`src/rtl/fnd_scan_decoder.sv`:
```
// fnd_scan_decoder: rebuilds per-position digit values from a multiplexed,
// active-low 7-segment bus. It includes a stability filter for glitches and
// scan edges, and a watchdog for a display that has stopped refreshing.
//
// state  | meaning
// IDLE   | select bus not one-hot (blank or overlapping scan), nothing tracked
// TRACK  | one-hot pair seen, counting consecutive identical samples
// HOLD   | pair already captured, waiting for it to change
module fnd_scan_decoder #(
    parameter int NUM_DIG    = 4,
    parameter int STABLE_CYC = 4,
    parameter int TIMEOUT    = 50000
) (
    input  logic                 clk,
    input  logic                 rst_n,
    input  logic [6:0]           seg_n,
    input  logic [NUM_DIG-1:0]   dig_sel_n,
    input  logic                 err_clr,
    output logic [4*NUM_DIG-1:0] digits,
    output logic [NUM_DIG-1:0]   dig_valid,
    output logic                 upd,
    output logic [2:0]           upd_idx,
    output logic                 err,
    output logic                 stale
);

    localparam logic [1:0]  ST_IDLE  = 2'd0;
    localparam logic [1:0]  ST_TRACK = 2'd1;
    localparam logic [1:0]  ST_HOLD  = 2'd2;
    localparam logic [7:0]  S_CYC    = 8'(STABLE_CYC);
    localparam logic [19:0] TO_CYC   = 20'(TIMEOUT);
    localparam logic [19:0] TO_M1    = 20'(TIMEOUT - 1);

    logic [6:0]         seg_m, seg_s, seg_p;
    logic [NUM_DIG-1:0] sel_m, sel_s, sel_p;
    logic [1:0]         state;
    logic [7:0]         cnt;
    logic [19:0]        wd;

    logic       same;
    logic       sel_onehot;
    logic       capture;
    logic [2:0] cap_idx;
    logic [3:0] cap_val;
    logic       wd_hit;

    function automatic logic is_onehot(input logic [NUM_DIG-1:0] sel);
        int n;
        n = 0;
        for (int i = 0; i < NUM_DIG; i++) begin
            if (!sel[i]) n++;
        end
        return (n == 1);
    endfunction

    function automatic logic [2:0] low_index(input logic [NUM_DIG-1:0] sel);
        logic [2:0] idx;
        idx = 3'd0;
        for (int i = NUM_DIG - 1; i >= 0; i--) begin
            if (!sel[i]) idx = 3'(i);
        end
        return idx;
    endfunction

    function automatic logic [3:0] decode(input logic [6:0] seg);
        logic [3:0] val;
        case (seg)
            7'h40:   val = 4'h0;
            7'h79:   val = 4'h1;
            7'h24:   val = 4'h2;
            7'h30:   val = 4'h3;
            7'h19:   val = 4'h4;
            7'h12:   val = 4'h5;
            7'h02:   val = 4'h6;
            7'h58:   val = 4'h7;
            7'h00:   val = 4'h8;
            7'h10:   val = 4'h9;
            7'h7F:   val = 4'hF;
            default: val = 4'hE;
        endcase
        return val;
    endfunction

    // The capture uses the previous-cycle pair, which is the one that has
    // just been stable for STABLE_CYC samples, even if the bus moves now.
    always_comb begin
        same       = (sel_s == sel_p) && (seg_s == seg_p);
        sel_onehot = is_onehot(sel_s);
        capture    = (state == ST_TRACK) && (cnt == S_CYC);
        cap_idx    = low_index(sel_p);
        cap_val    = decode(seg_p);
        wd_hit     = !capture && (wd == TO_M1);
    end

    // Two-flop synchronizers and the previous-sample pair, all idle-high.
    always_ff @(posedge clk or negedge rst_n) begin
        if (!rst_n) begin
            seg_m <= '1;
            seg_s <= '1;
            seg_p <= '1;
            sel_m <= '1;
            sel_s <= '1;
            sel_p <= '1;
        end else begin
            seg_m <= seg_n;
            seg_s <= seg_m;
            seg_p <= seg_s;
            sel_m <= dig_sel_n;
            sel_s <= sel_m;
            sel_p <= sel_s;
        end
    end

    // Stability filter FSM.
    always_ff @(posedge clk or negedge rst_n) begin
        if (!rst_n) begin
            state <= ST_IDLE;
            cnt   <= 8'd0;
        end else if (!same) begin
            state <= sel_onehot ? ST_TRACK : ST_IDLE;
            cnt   <= sel_onehot ? 8'd1 : 8'd0;
        end else begin
            case (state)
                ST_TRACK: begin
                    if (capture) state <= ST_HOLD;
                    else         cnt   <= cnt + 8'd1;
                end
                ST_HOLD: state <= ST_HOLD;
                default: begin
                    state <= ST_IDLE;
                    cnt   <= 8'd0;
                end
            endcase
        end
    end

    // Watchdog counter, saturating at TIMEOUT.
    always_ff @(posedge clk or negedge rst_n) begin
        if (!rst_n)             wd <= 20'd0;
        else if (capture)       wd <= 20'd0;
        else if (wd != TO_CYC)  wd <= wd + 20'd1;
    end

    // Captured outputs, validity and stale tracking.
    always_ff @(posedge clk or negedge rst_n) begin
        if (!rst_n) begin
            digits    <= '0;
            dig_valid <= '0;
            upd       <= 1'b0;
            upd_idx   <= 3'd0;
            stale     <= 1'b0;
        end else begin
            upd <= capture;
            if (capture) begin
                upd_idx <= cap_idx;
                stale   <= 1'b0;
                for (int i = 0; i < NUM_DIG; i++) begin
                    if (cap_idx == 3'(i)) begin
                        digits[4*i +: 4] <= cap_val;
                        dig_valid[i]     <= 1'b1;
                    end
                end
            end else if (wd_hit) begin
                stale     <= 1'b1;
                dig_valid <= '0;
            end
        end
    end

    // Sticky glyph error; a new bad capture overrides a same-cycle clear.
    always_ff @(posedge clk or negedge rst_n) begin
        if (!rst_n) err <= 1'b0;
        else        err <= (err && !err_clr) || (capture && cap_val == 4'hE);
    end

endmodule

```
`config.mk`:
```
export PLATFORM = sky130hd
export DESIGN_NAME = fnd_scan_decoder
export DESIGN_NICKNAME = d
export VERILOG_FILES = /design/src/rtl/fnd_scan_decoder.sv
export SDC_FILE = /design/constraint.sdc
export NUM_CORES = 1
export LEC_CHECK = 0
export CORE_ASPECT_RATIO = 0.8
export CORE_UTILIZATION = 53
export CTS_BUF_LIST = sky130_fd_sc_hd__clkbuf_4 sky130_fd_sc_hd__clkbuf_8
export CTS_CLUSTER_DIAMETER = 60
export CTS_CLUSTER_SIZE = 8
export DETAILED_ROUTE_END_ITERATION = 8
export HOLD_SLACK_MARGIN = 0.03
export PLACE_DENSITY = 0.78
export SLEW_MARGIN = 20
export SYNTH_ARGS = -nofsm -noshare
export SYNTH_HDL_FRONTEND = slang
export SYNTH_SLANG_ARGS = --single-unit
```
`constraint.sdc`:
```
create_clock -name clk -period 2.2 [get_ports clk]
set_clock_uncertainty 0.15 [all_clocks]
set_input_delay 0.44 -clock clk [delete_from_list [all_inputs] [get_ports clk]]
set_output_delay 0.44 -clock clk [all_outputs]
set_load 0.05 [all_outputs]
```
==> results.py <==
metrics = {
    "run_status": {
        "run_status": "completed",
    },
    "layout": {
        "drive_above_1_share": 0.2582,
        "area_growth_pct": 23.96,
        "final_util": 0.6798,
        "n_antenna_cell": 0,
        "mostFrequentLayoutCells": "dfrtp_1, clkdlybuf4s50_1, dfstp_2",
        "final_cell_area_um2": 5049,
        "fin_nets": 444,
        "final_common_cell": "dfrtp_1",
    },
    "place": {
        "gp_congestion": 0.8435,
        "place_area_um2": 4745,
        "io_buffer_count": 38,
        "dpl.hpwl_um": 6162,
    },
    "grt": {
        "antenna_found_initial": 0,
        "grt.total_usage": 0.2345,
        "grtUsageMet1": 0.3316,
        "top_usage_layer": "met2",
        "grt_pass1_wl_um": 14150,
        "grt_pass1_vias": 2864,
        "grt_use_met3": 0.07137,
        "grt_max_degree": 42,
        "use_met2": 0.3559,
        "grt-ovfl-total": 0,
    },
    "synth": {
        "ys_warn_count": 0,
        "ys_types": 61,
        "synth_seq_cells": 88,
        "synth_edf_count": 0,
        "yosysSeqAreaShare": 0.5508,
        "syn-num-nets": 380,
        "ys.flop_type": "dfrtp_1",
        "synth.avg_cell_area_um2": 11.41,
        "synth_area_um2": 4073,
        "synth-async-reset-ratio": 1.000,
        "syn_inst": 357,
    },
    "detailed_routing": {
        "vias": 3000,
        "drt-wirelength-per-cell_um": 16.45,
        "route.detailed.drc": 0,
        "routed_via_density": 5.650,
        "ant_nets": 0,
        "drt-initial-drc-count": 218,
        "drt_wl_total_um": 8736,
        "first_pass_iters": 4,
    },
    "worst_setup_path": {
        "reg2reg_slack_ns": 0.006,
        "cp_slowest_stage_delay_ns": 0.55,
        "critPathTopFamily": "simple AND/OR/NAND/NOR gates",
        "rr_worst_depth": 4,
        "cp_max_fo": 4,
        "crit_slowest_cell": "or4_4",
        "crit_chain": "or4_4 -> or3_4 -> a311o_1 -> mux2_2",
        "required_ns": 2.31,
        "critPathCaptureType": "flop",
        "crit_type": "flop to flop",
        "cp.arrival_ns": 2.30,
        "reg2reg_from": "seg_p[3]",
        "r2r_end": "digits[6]",
        "cp-start-kind": "flop",
        "path_buf_inv": 0,
    },
    "timing": {
        "finalMaxSlewViolations": 0,
        "worst_pin_slew_ns": 0.5150,
        "finalHoldViolCount": 0,
        "slew_headroom": 0.6561,
        "fin_crit_ns": 2.194,
        "max_freq_mhz": 455.8,
        "setup_viol": 0,
        "finalCritPeriodShare": 0.9971,
        "rsz0062_at_grt": "yes",
    },
    "power_and_ir_drop": {
        "ir_drop_v": 0.0005395,
        "power.leakage_nw": 2.254,
        "p_per_area_nw_per_um2": 640.9,
    },
    "run": {
        "maxCapViolCount": 0,
    },
    "floorplanning": {
        "io_pins": 40,
        "die_w_um": 100.0,
        "dieArea_um2": 8041,
        "core_area_um2": 7427,
        "row_count": 28,
        "start_util": 0.5483,
        "dieHeight_um": 80.41,
    },
    "worst_hold_path": {
        "hold_path_depth": 0,
        "holdPathEnd": "sel_s[1]",
        "min_path_type": "flop to flop",
        "min-delay-start": "sel_m[1]",
    },
    "cts": {
        "cts_tree": "built",
        "cts_root_buffer": "clkbuf_8",
        "clockBufferDepth": 2,
        "h-tree-depth": 3,
        "cts.clk_slew.worst_paths_ns": 0.09,
        "cts_sinks": 88,
        "cts_inserted_buffers": 9,
        "insertion_delay_ns": 0.37,
    },
}
[final cells by class]
type,instances,area (um^2)
repair buffers,67,624.3
multi-input cells,240,1767
flip-flops and latches,88,2243
clock buffers,9,123.9
fillers,561,2379
inverters,15,57.56
well taps,105,131.4
clock inverters,7,101.3
[through the flow]
step	hold WS [ns]	total power [W]	setup TNS, ns	worst slack (ns)	std cells
global placement	0.1955	0.001952	0	0.05482	512
CTS	0.2101	0.003233	-0.00004552	-0.00004552	529
floorplan	-0.005591	0.001857	-0.08963	-0.02988	357
finish	0.2091	0.003235	0	0.006285	531
detailed placement	0.1968	0.001966	-0.06851	-0.03575	512
global route	0.2045	0.003345	-0.1194	-0.03358	531
[logic make-up after synthesis]
family,share of synthesized area
XOR/XNOR,0.05807
flip-flops,0.5508
AO/OA/AOI/OAI,0.09278
other,0.0009208
multiplexers,0.04332
buffers and inverters,0.03011
adder cells (fa/ha/maj),0.02765
AND/OR/NAND/NOR,0.1963
[metal layers]
layer  routed length (um)  up-vias
li1                     -     1433
met1                 4154     1484
met2                 4057       76
met3                  457        7
met4                   66        0
met5                    0        -
[registers in the layout, indices dropped and copies added (netlist names), 4 cells and up]
name       cells
digits        16
sel_p          4
dig_valid      4
sel_s          4
seg_s          7
seg_m          7
wd            20
seg_p          7
cnt            8
sel_m          4
[cell usage after synthesis, types with 2 or more instances]
cell	n	area share
dfrtp_1	55	0.34
dfstp_2	33	0.21
xor2_1	20	0.043
nand3_1	19	0.023
nor2_1	19	0.018
a21oi_1	16	0.020
inv_1	14	0.013
nand2_1	14	0.013
mux2_2	13	0.036
o21ai_0	12	0.015
nand4_1	11	0.017
clkbuf_1	10	0.0092
ha_1	9	0.028
nor4_1	9	0.014
and3_1	8	0.012
nor3_1	8	0.0098
xnor2_1	7	0.015
a31oi_1	6	0.0092
or3_1	6	0.0092
and4_1	5	0.011
nor2b_1	4	0.0061
a21o_1	3	0.0055
mux2i_1	3	0.0074
nand2b_1	3	0.0046
nor3b_1	3	0.0055
o211ai_1	3	0.0055
o21a_1	3	0.0055
or4_1	3	0.0055
buf_2	2	0.0025
nand3b_1	2	0.0037
o311a_1	2	0.0049
o31ai_1	2	0.0037
or4_4	2	0.0055
[what timing repair did]
action                                  4_1_cts  5_1_grt
hold endpoints to repair                     29        0
hold buffers                                  1        0
endpoints found under the setup margin        3       20
resized for setup                             1       10
cloned                                        0        0
buffers inserted                              0        2
pin swaps                                     1        1
[where the power goes]
group / internal [W] / switching (W) / leakage, nW / total [W]
Sequential: 0.00168 / 0.0000358 / 1.10 / 0.00171
Clock: 0.000652 / 0.000623 / 0.115 / 0.00128
Combinational: 0.000112 / 0.000134 / 1.04 / 0.000246
[how the worst max path moves through the flow]
stage / startpoint / end / slack, ns / cells after the start
after floorplan: state[0] / dig_valid[0] / -0.03 / 7
after global placement: sel_s[0] / cnt[0] / 0.05 / 6
after detailed placement: sel_s[0] / cnt[0] / -0.04 / 6
after CTS: seg_p[3] / digits[2] / -0.00005 / 4
after global routing: seg_p[3] / digits[2] / -0.03 / 4
final: seg_p[3] / digits[6] / 0.006 / 4
(Power assumes the default switching activity.)
